`src/rtl/huc6280_pkg.sv`:
```
// Shared definitions for the HuC6280 CPU-side bus initiator.
//   - bus_state_t : initiator FSM states
//   - chip_sel_t  : which chip select a physical bank decodes to
//   - mpr_t       : 8-bit MPR bank value
//   - paddr_t     : 21-bit physical address
//   - bank constants and the bank decode helper
package huc6280_pkg;

    typedef logic [7:0]  mpr_t;
    typedef logic [20:0] paddr_t;

    typedef enum logic [1:0] {
        ST_IDLE,
        ST_STROBE,
        ST_CAPTURE
    } bus_state_t;

    typedef enum logic [1:0] {
        SEL_NONE,
        SEL_ROM,
        SEL_RAM,
        SEL_IO
    } chip_sel_t;

    localparam mpr_t RAM_BANK_LO = 8'hF8;
    localparam mpr_t RAM_BANK_HI = 8'hFB;
    localparam mpr_t IO_BANK     = 8'hFF;
    localparam mpr_t OPEN_BUS    = 8'hFF;

    // Banks $00..RAM_BANK_LO-1 are HuCard ROM, RAM_BANK_LO..RAM_BANK_HI are
    // work RAM, IO_BANK is the hardware page; anything else is open bus.
    function automatic chip_sel_t decode_bank(input mpr_t b);
        chip_sel_t sel;
        if (b >= RAM_BANK_LO && b <= RAM_BANK_HI) begin
            sel = SEL_RAM;
        end else if (b == IO_BANK) begin
            sel = SEL_IO;
        end else if (b < RAM_BANK_LO) begin
            sel = SEL_ROM;
        end else begin
            sel = SEL_NONE;
        end
        return sel;
    endfunction

endpackage

```
`src/rtl/huc6280_bus_if_if.sv`:
```
// Physical-bus interface between the HuC6280 initiator and the memory/IO
// responder.
//   addr     : 21-bit physical address (initiator -> responder)
//   mem_dout : write data            (initiator -> responder)
//   mem_din  : registered read data  (responder -> initiator)
//   re / we  : read / write strobes  (initiator -> responder)
//   CE_n / CER_n / CE7_n : ROM, work RAM, IO page selects, active low
interface huc6280_bus_if_if;
    import huc6280_pkg::*;

    paddr_t      addr;
    logic [7:0]  mem_dout;
    logic [7:0]  mem_din;
    logic        re;
    logic        we;
    logic        CE_n;
    logic        CER_n;
    logic        CE7_n;

    modport master (
        output addr, mem_dout, re, we, CE_n, CER_n, CE7_n,
        input  mem_din
    );

    modport slave (
        input  addr, mem_dout, re, we, CE_n, CER_n, CE7_n,
        output mem_din
    );
endinterface

```
`src/rtl/huc6280_mpr_file.sv`:
```
// Eight MPR bank registers with TAM/TMA access and logical->physical
// translation.
//   clk, rst   : clock, asynchronous active-high reset (all MPRs -> $00)
//   mpr_we     : TAM strobe, writes mpr_wdata into every MPRn with mpr_sel[n]
//   mpr_sel    : MPR select mask
//   mpr_wdata  : TAM data
//   mpr_rdata  : TMA result, MPR of the lowest set mask bit ($00 for mask 0)
//   laddr      : logical address to translate
//   paddr      : {MPR[laddr[15:13]], laddr[12:0]}, combinational from the
//                current (pre-write) register contents
module huc6280_mpr_file
    import huc6280_pkg::*;
(
    input  logic        clk,
    input  logic        rst,
    input  logic        mpr_we,
    input  logic [7:0]  mpr_sel,
    input  mpr_t        mpr_wdata,
    output mpr_t        mpr_rdata,
    input  logic [15:0] laddr,
    output paddr_t      paddr
);

    logic [7:0][7:0] w_mpr;

    genvar gi;
    generate
        for (gi = 0; gi < 8; gi++) begin : g_mpr
            mpr_t r_bank;

            always_ff @(posedge clk or posedge rst) begin
                if (rst) begin
                    r_bank <= 8'h00;
                end else if (mpr_we && mpr_sel[gi]) begin
                    r_bank <= mpr_wdata;
                end
            end

            assign w_mpr[gi] = r_bank;
        end
    endgenerate

    // Scan high to low so the lowest selected register wins.
    always_comb begin
        mpr_rdata = 8'h00;
        for (int i = 7; i >= 0; i--) begin
            if (mpr_sel[i]) begin
                mpr_rdata = w_mpr[i];
            end
        end
    end

    assign paddr = {w_mpr[laddr[15:13]], laddr[12:0]};

endmodule

```
`src/rtl/huc6280_bus_if.sv`:
```
// HuC6280 CPU-side bus initiator.
//   clk, rst      : clock, asynchronous active-high reset
//   req, req_we   : core access request (sampled in IDLE) and direction
//   laddr, wdata  : logical address and write data, qualified by req
//   rdata, ack    : read result and one-cycle completion pulse
//   mpr_we, mpr_sel, mpr_wdata, mpr_rdata : TAM/TMA port to the MPR file
//   bus           : physical bus to the responder (master side)
// Every access takes IDLE -> STROBE -> CAPTURE -> IDLE; ack is high for the
// cycle after CAPTURE regardless of direction or decode.
module huc6280_bus_if
    import huc6280_pkg::*;
(
    input  logic        clk,
    input  logic        rst,
    input  logic        req,
    input  logic        req_we,
    input  logic [15:0] laddr,
    input  logic [7:0]  wdata,
    output logic [7:0]  rdata,
    output logic        ack,
    input  logic        mpr_we,
    input  logic [7:0]  mpr_sel,
    input  logic [7:0]  mpr_wdata,
    output logic [7:0]  mpr_rdata,
    huc6280_bus_if_if.master bus
);

    paddr_t     w_paddr;
    chip_sel_t  w_sel;

    bus_state_t r_state;
    paddr_t     r_addr;
    logic [7:0] r_mem_dout;
    logic       r_re;
    logic       r_we;
    logic       r_ce_n;
    logic       r_cer_n;
    logic       r_ce7_n;
    logic [7:0] r_rdata;
    logic       r_ack;
    logic       r_is_read;
    logic       r_selected;

    huc6280_mpr_file u_mpr_file (
        .clk       (clk),
        .rst       (rst),
        .mpr_we    (mpr_we),
        .mpr_sel   (mpr_sel),
        .mpr_wdata (mpr_wdata),
        .mpr_rdata (mpr_rdata),
        .laddr     (laddr),
        .paddr     (w_paddr)
    );

    assign w_sel = decode_bank(w_paddr[20:13]);

    always_ff @(posedge clk or posedge rst) begin
        if (rst) begin
            r_state    <= ST_IDLE;
            r_addr     <= '0;
            r_mem_dout <= 8'h00;
            r_re       <= 1'b0;
            r_we       <= 1'b0;
            r_ce_n     <= 1'b1;
            r_cer_n    <= 1'b1;
            r_ce7_n    <= 1'b1;
            r_rdata    <= 8'h00;
            r_ack      <= 1'b0;
            r_is_read  <= 1'b0;
            r_selected <= 1'b0;
        end else begin
            r_ack <= 1'b0;
            case (r_state)
                ST_IDLE: begin
                    if (req) begin
                        // w_paddr reflects MPR contents before any TAM on
                        // this same edge, so a concurrent TAM only affects
                        // later requests.
                        r_addr     <= w_paddr;
                        r_mem_dout <= wdata;
                        r_is_read  <= ~req_we;
                        r_selected <= (w_sel != SEL_NONE);
                        r_re       <= ~req_we && (w_sel != SEL_NONE);
                        r_we       <= req_we && (w_sel != SEL_NONE);
                        r_ce_n     <= (w_sel != SEL_ROM);
                        r_cer_n    <= (w_sel != SEL_RAM);
                        r_ce7_n    <= (w_sel != SEL_IO);
                        r_state    <= ST_STROBE;
                    end
                end
                ST_STROBE: begin
                    // Responder samples on this edge; addr is held.
                    r_re    <= 1'b0;
                    r_we    <= 1'b0;
                    r_ce_n  <= 1'b1;
                    r_cer_n <= 1'b1;
                    r_ce7_n <= 1'b1;
                    r_state <= ST_CAPTURE;
                end
                ST_CAPTURE: begin
                    if (r_is_read) begin
                        r_rdata <= r_selected ? bus.mem_din : OPEN_BUS;
                    end
                    r_ack   <= 1'b1;
                    r_state <= ST_IDLE;
                end
                default: begin
                    r_state <= ST_IDLE;
                end
            endcase
        end
    end

    assign bus.addr     = r_addr;
    assign bus.mem_dout = r_mem_dout;
    assign bus.re       = r_re;
    assign bus.we       = r_we;
    assign bus.CE_n     = r_ce_n;
    assign bus.CER_n    = r_cer_n;
    assign bus.CE7_n    = r_ce7_n;
    assign rdata        = r_rdata;
    assign ack          = r_ack;

endmodule

```
`src/flat_wrapper.sv`:
```
// flat-port wrapper written by rule: the top's interface ports become plain ports
module huc6280_bus_if_flat import huc6280_pkg::*;
  (clk, rst, req, req_we, laddr, wdata, rdata, ack, mpr_we, mpr_sel, mpr_wdata, mpr_rdata, bus_addr, bus_mem_dout, bus_re, bus_we, bus_CE_n, bus_CER_n, bus_CE7_n, bus_mem_din);
  huc6280_bus_if_if bus_i ();
  input  logic clk;
  input  logic rst;
  input  logic req;
  input  logic req_we;
  input  logic [15:0] laddr;
  input  logic [7:0] wdata;
  output logic [7:0] rdata;
  output logic ack;
  input  logic mpr_we;
  input  logic [7:0] mpr_sel;
  input  logic [7:0] mpr_wdata;
  output logic [7:0] mpr_rdata;
  output wire logic [$bits(bus_i.addr)-1:0] bus_addr;
  output wire logic [$bits(bus_i.mem_dout)-1:0] bus_mem_dout;
  output wire logic [$bits(bus_i.re)-1:0] bus_re;
  output wire logic [$bits(bus_i.we)-1:0] bus_we;
  output wire logic [$bits(bus_i.CE_n)-1:0] bus_CE_n;
  output wire logic [$bits(bus_i.CER_n)-1:0] bus_CER_n;
  output wire logic [$bits(bus_i.CE7_n)-1:0] bus_CE7_n;
  input wire logic [$bits(bus_i.mem_din)-1:0] bus_mem_din;
  assign bus_addr = bus_i.addr;
  assign bus_mem_dout = bus_i.mem_dout;
  assign bus_re = bus_i.re;
  assign bus_we = bus_i.we;
  assign bus_CE_n = bus_i.CE_n;
  assign bus_CER_n = bus_i.CER_n;
  assign bus_CE7_n = bus_i.CE7_n;
  assign bus_i.mem_din = bus_mem_din;
  huc6280_bus_if u_core (.clk(clk), .rst(rst), .req(req), .req_we(req_we), .laddr(laddr), .wdata(wdata), .rdata(rdata), .ack(ack), .mpr_we(mpr_we), .mpr_sel(mpr_sel), .mpr_wdata(mpr_wdata), .mpr_rdata(mpr_rdata), .bus(bus_i));
endmodule
```
`config.mk`:
```
export PLATFORM = sky130hd
export DESIGN_NAME = huc6280_bus_if_flat
export DESIGN_NICKNAME = d
export VERILOG_FILES = /design/src/rtl/huc6280_pkg.sv /design/src/rtl/huc6280_bus_if_if.sv /design/src/rtl/huc6280_mpr_file.sv /design/src/rtl/huc6280_bus_if.sv /design/src/flat_wrapper.sv
export SDC_FILE = /design/constraint.sdc
export NUM_CORES = 1
export LEC_CHECK = 0
export BUFFER_PORTS_ARGS = -buffer_cell sky130_fd_sc_hd__buf_2
export CORE_MARGIN = 5
export CORE_UTILIZATION = 56
export DETAILED_ROUTE_END_ITERATION = 6
export PLACE_DENSITY = 0.89
export SLEW_MARGIN = 20
export SYNTH_ARGS = -nofsm -noshare
export SYNTH_HDL_FRONTEND = slang
export SYNTH_HIERARCHICAL = 1
export SYNTH_SLANG_ARGS = --single-unit
```
`constraint.sdc`:
```
create_clock -name clk -period 3.12 [get_ports clk]
set_input_delay 0.936 -clock clk [delete_from_list [all_inputs] [get_ports clk]]
set_output_delay 0.936 -clock clk [all_outputs]
set_load 0.005 [all_outputs]
```
Word-level counts from Yosys, hierarchy flattened
Index checks and enable logic that the tools add are counted.
{"block": "word_totals", "input_bits": 53, "ramBits": 0, "wordCells": 76, "mem_count": 0, "output_inout_bits": 51, "latchBits": 0, "rom_bits": 0, "regBits": 111}
{"block": "classes", "mux": 27, "shift": 0, "reduce_logical": 17, "n_eq_ne": 7, "n_lt_le_gt_ge": 4, "multipliers": 0, "bitwise": 1, "n_addsub": 0, "n_div": 0}
{"cell": "2-to-1 mux 8 bit", "n": 10}
{"cell": "binary-select mux 8 bit (select 3 bit)", "n": 1}
{"cell": "logical AND 1 bit", "n": 11}
{"cell": "one-hot mux 1 bit (2 select lines)", "n": 5}
{"cell": "equality test 8 bit, second input constant", "n": 1}
{"cell": ">= comparator 8 bit, second input constant", "n": 1}
{"cell": "less-or-equal comparator 8 bit, second input constant", "n": 1}
{"cell": "< comparator 8 bit, second input constant", "n": 1}
{"cell": "2-to-1 mux 1 bit", "n": 7}
{"cell": "2-to-1 mux 2 bit", "n": 3}
{"cell": "inequality test 2 bit, second input constant", "n": 3}
{"cell": "AND reduction 2 bit", "n": 3}
{"cell": "< comparator 3 x 4 -> 1 bit, second input constant", "n": 1}
{"cell": "one-hot mux 2 bit (2 select lines)", "n": 1}
{"cell": "nonzero test 2 bit", "n": 2}
{"cell": "equality test 2 x 1 -> 1 bit, second input constant", "n": 1}
{"cell": "equality test 2 bit, second input constant", "n": 1}
{"cell": "logical NOT 2 bit", "n": 1}
{"cell": "inequality test 2 x 1 -> 1 bit, second input constant", "n": 1}
{"cell": "inverter 1 bit", "n": 1}

Depth between registers and ports, before layout
{"block": "logic_depth", "ltp_word": 10, "mapped_depth": 7, "mapped_depth_nobuf": 5}

By module
The synthesis kept the hierarchy.
{"module": "huc6280_mpr_file", "seq_area_each_um2": 1601.5, "n_inst": 1, "cells_per_inst": 267, "area_per_inst_um2": 3542.1}
{"module": "huc6280_bus_if", "seq_area_each_um2": 1179.9, "n_inst": 1, "cells_per_inst": 131, "area_per_inst_um2": 1945.6}

Least setup slack after synthesis
OpenSTA, ideal clock, no wires.
{"block": "synth_timing", "path_type": "input -> output", "start": "input mpr_sel[4]", "end": "output mpr_rdata[6]", "t_required_ps": 2184, "arrival_ps": 1784, "path_buffers": 1, "slack_ps": 400, "cell_stages": 4, "cell_sequence": "clkbuf_1 nor2_1 o2111ai_1 a31oi_1"}
{"block": "synth_via", "elab_chain_len": 5}
{"item": "from (decl)", "line_no": "flat_wrapper.sv:14", "source": "input logic [7:0] mpr_sel;"}
{"item": "2-to-1 mux 8 bit (5 in series)", "line_no": "huc6280_mpr_file.sv:47", "source": "if (mpr_sel[i]) begin"}
{"item": "to (decl)", "line_no": "flat_wrapper.sv:16", "source": "output logic [7:0] mpr_rdata;"}
No other way between the ends.

Final worst setup path
{"block": "layout_timing", "start": "input mpr_sel[3]", "end": "output mpr_rdata[5]"}
{"block": "layout_via", "elab_chain_len": 4}
{"item": "2-to-1 mux 8 bit (4 in series)", "line_no": "huc6280_mpr_file.sv:47"}
No other way between the ends.

==> flow_summary.ini <==
[cts]
htreeDepth = 3
cts.sink_count = 111
clock_latency_ns = 0.37
clk_path_buf_depth = 2
cts-root-buf = clkbuf_8
post_cts_buffers = 0
clk_pin_slew_ns = 0.09
numCtsBuffers = 9
cts_tree = done
hold_buffers = 0

[route]
vias = 3806
initialDrtViolationCount = 337
drtPass1Iterations = 5
avgRoutedWirePerCell_um = 20.60
drt-total-wl_mm = 13.02
drc_errors = 0
avgViaCountPerCell = 6.022
drtAntennaViolNets = 0

[critical_path]
cp.required_ns = 2.18
r2r_end = u_core/r_selected
path_class = primary input to primary output
setup.worst_path.start_class = primary input
rr_worst_depth = 5
critical_path.max_stage_delay_ns = 0.28
r2r_start = u_core/u_mpr_file/g_mpr[5].r_bank[1]
reg2reg_slack_ns = 1.28
critPathMaxFanout = 18
crit_top_cell = buf_2
crit_chain = buf_2, inv_1, o2111ai_1, a31oi_1, buf_2
crit_arrival_ns = 2.07
cp-end-kind = primary output
slowest_stage = buf_2

[logic_synthesis]
yosysWarnings = 6
synth_common_cells = dfrtp_1 (108), mux2_2 (77), nand2_1 (29)
netlist_top_cells_area = dfrtp_1 (49%), mux2_2 (16%), mux4_1 (7.2%)
syn_area_per_cell_um2 = 13.79
ys_async_sr_fraction_pct = 100.0
netlist_area_um2 = 5488
ys_seq_area_share_pct = 50.68
ys_ff_latch = 111
synth_most_common_cell = dfrtp_1
synth_top_area_share_pct = 49.25
synthFlopType = dfrtp_1
syn-num-nets = 451
synth_edf_count = 0
ys_types = 38
synth_largest_area_cell = dfrtp_1
netlist_instances = 398

[flow_run]
max_cap_violations = 0

[timing]
final.period_utilization_pct = 96.20
max_slew_margin_pct = 61.64
finalSetupViolations = 0
rsz0062_at_grt = false
fmax_mhz = 333.2
min_period_ns = 3.002
hold_viol_final = 0
fin_hold_ws_ns = 0.4857
drv_slew = 0
tightest_slew_ns = 0.5746
final.setup_skew_ns = 0.007883

[power_and_ir_drop]
p_seq_share_pct = 52.1
power.switching_mw = 1.105
power.density_nw_per_um2 = 601.6
power_leakage_nw = 2.811
p_sw_share_pct = 29.53
p_int_mw = 2.636
p_total_mw = 3.741
combPwrFrac_pct = 26.6
p_clk_share_pct = 21.3
ir_drop_mv = 0.5218

[floorplanning]
die_y_um = 109.0
fp.dieArea_um2 = 11880
die_w_um = 109.0
initial_core_util_pct = 56.67
ios = 104
row_count = 36
core_area_um2 = 9684

[place]
gp_congestion = 0.9104
dp_hpwl_mm = 9.127
placed_area_um2 = 6027
numPortBuffers = 103

[grt]
grt_pass1_wl_mm = 19.72
grt_overflow = 0
grt_max_degree = 36
track_usage_pct = 22.15
antenna_found_initial = 0
grt_pass1_vias = 3801

[finish]
final_util_pct = 64.21
area_delta_synth_final_pct = 13.32
layout-drive-gt1-share_pct = 48.50
nets = 547
design_area_um2 = 6218
n_antenna_cell = 0

[worst_hold_path]
hold_class = register to register
hold_path.startpoint = u_core/rdata[7]
hold_depth = 2
whs_endpoint = u_core/rdata[7]

[run_status]
status = completed
## layout by cell type, fill, tap and decap left out, types with 3 or more instances in the layout
| master | synthesis | routed |
|---|---|---|
| dfrtp_1 | 108 | 108 |
| buf_2 | 6 | 103 |
| mux2_2 | 77 | 77 |
| nand2_1 | 29 | 29 |
| mux2_4 | 24 | 24 |
| a21oi_1 | 20 | 20 |
| mux4_1 | 15 | 15 |
| buf_4 | 13 | 12 |
| clkbuf_8 | 0 | 10 |
| nand3b_1 | 9 | 9 |
| nor2b_1 | 9 | 8 |
| o21ai_0 | 8 | 8 |
| nand2b_1 | 8 | 8 |
| a221o_1 | 8 | 8 |
| o2111ai_1 | 8 | 8 |
| a31oi_1 | 8 | 8 |
| o22ai_1 | 7 | 7 |
| nor2_1 | 4 | 4 |
| clkinv_4 | 0 | 3 |
| dfstp_2 | 3 | 3 |
| inv_1 | 5 | 3 |
## cell type report
| cell class | instances | area, um2 |
|---|---|---|
| clock buffers | 11 | 141.4 |
| well taps | 133 | 166.4 |
| inverters | 6 | 27.53 |
| repair buffers | 115 | 605.6 |
| flip-flops and latches | 111 | 2781 |
| multi-input cells | 251 | 2454 |
| fillers | 737 | 3466 |
| clock inverters | 5 | 42.54 |
## cell families after synthesis
family | count (synthesis) | synth area share, %
compound gates | 67 | 8.185
buf+inv | 36 | 4.742
flops | 111 | 50.68
mux | 117 | 29.96
simple gates | 67 | 6.429
## critical path, delay by kind of cell
family | cells | cell delay, ns
buffers and inverters | 3 | 0.70
AOI/OAI and AO/OA | 2 | 0.41
## power groups by stage
stage | Sequential (mW) | Clock (mW) | Combinational [mW]
finish | 1.95 | 0.798 | 0.995
global route | 1.98 | 0.883 | 1.08
CTS | 1.94 | 0.816 | 1.00
detailed placement | 1.97 | 0 | 0.996
global placement | 1.95 | 0 | 0.966
floorplan | 1.94 | 0 | 0.636
## registers in the layout, summed over array words and instances (netlist names)
signal	flops
u_core/r_is_read	1
u_core/r_selected	1
u_core/r_state	2
u_core/ack	1
u_core/bus.CE_n	1
u_core/bus.mem_dout	8
u_core/bus.re	1
u_core/bus.addr	21
u_core/bus.CER_n	1
u_core/u_mpr_file/g_mpr.r_bank	64
u_core/rdata	8
u_core/bus.we	1
u_core/bus.CE7_n	1
## repair_timing
| item | 4_1_cts | 5_1_grt |
|---|---|---|
| pin swaps | 0 | 0 |
| resized for setup | 1 | 1 |
| setup endpoints to repair | 8 | 2 |
## metrics by stage
stage | instances | setup slack [ns] | setup TNS (ns)
2_1_floorplan | 398 | 0.4001 | 0
3_3_place_gp | 616 | -0.1123 | -0.6719
3_5_place_dp | 616 | -0.1928 | -1.121
4_1_cts | 632 | 0.05512 | 0
5_1_grt | 632 | 0.1080 | 0
6_report | 632 | 0.1185 | 0
## layer usage
metal / GRT usage [%] / wire, um / vias to the layer above / share of wire (%)
li1: - / - / 1677 / -
met1: 28.89 / 5142 / 1879 / 40
met2: 36.40 / 6240 / 214 / 48
met3: 5.092 / 1313 / 36 / 10
met4: 7.935 / 321 / 0 / 2.5
met5: 0 / 0 / - / 0
## how the worst max path moves through the flow
stage | from | end | slack [ns] | cells past startpoint
finish | mpr_sel[3] | mpr_rdata[5] | 0.12 | 5
global route | mpr_sel[3] | mpr_rdata[2] | 0.11 | 5
CTS | mpr_sel[6] | mpr_rdata[5] | 0.06 | 6
detailed placement | mpr_sel[6] | mpr_rdata[5] | -0.19 | 6
global placement | mpr_sel[6] | mpr_rdata[2] | -0.11 | 6
floorplan | mpr_sel[4] | mpr_rdata[6] | 0.40 | 4
Note: power is estimated with default switching activity, not from simulation.
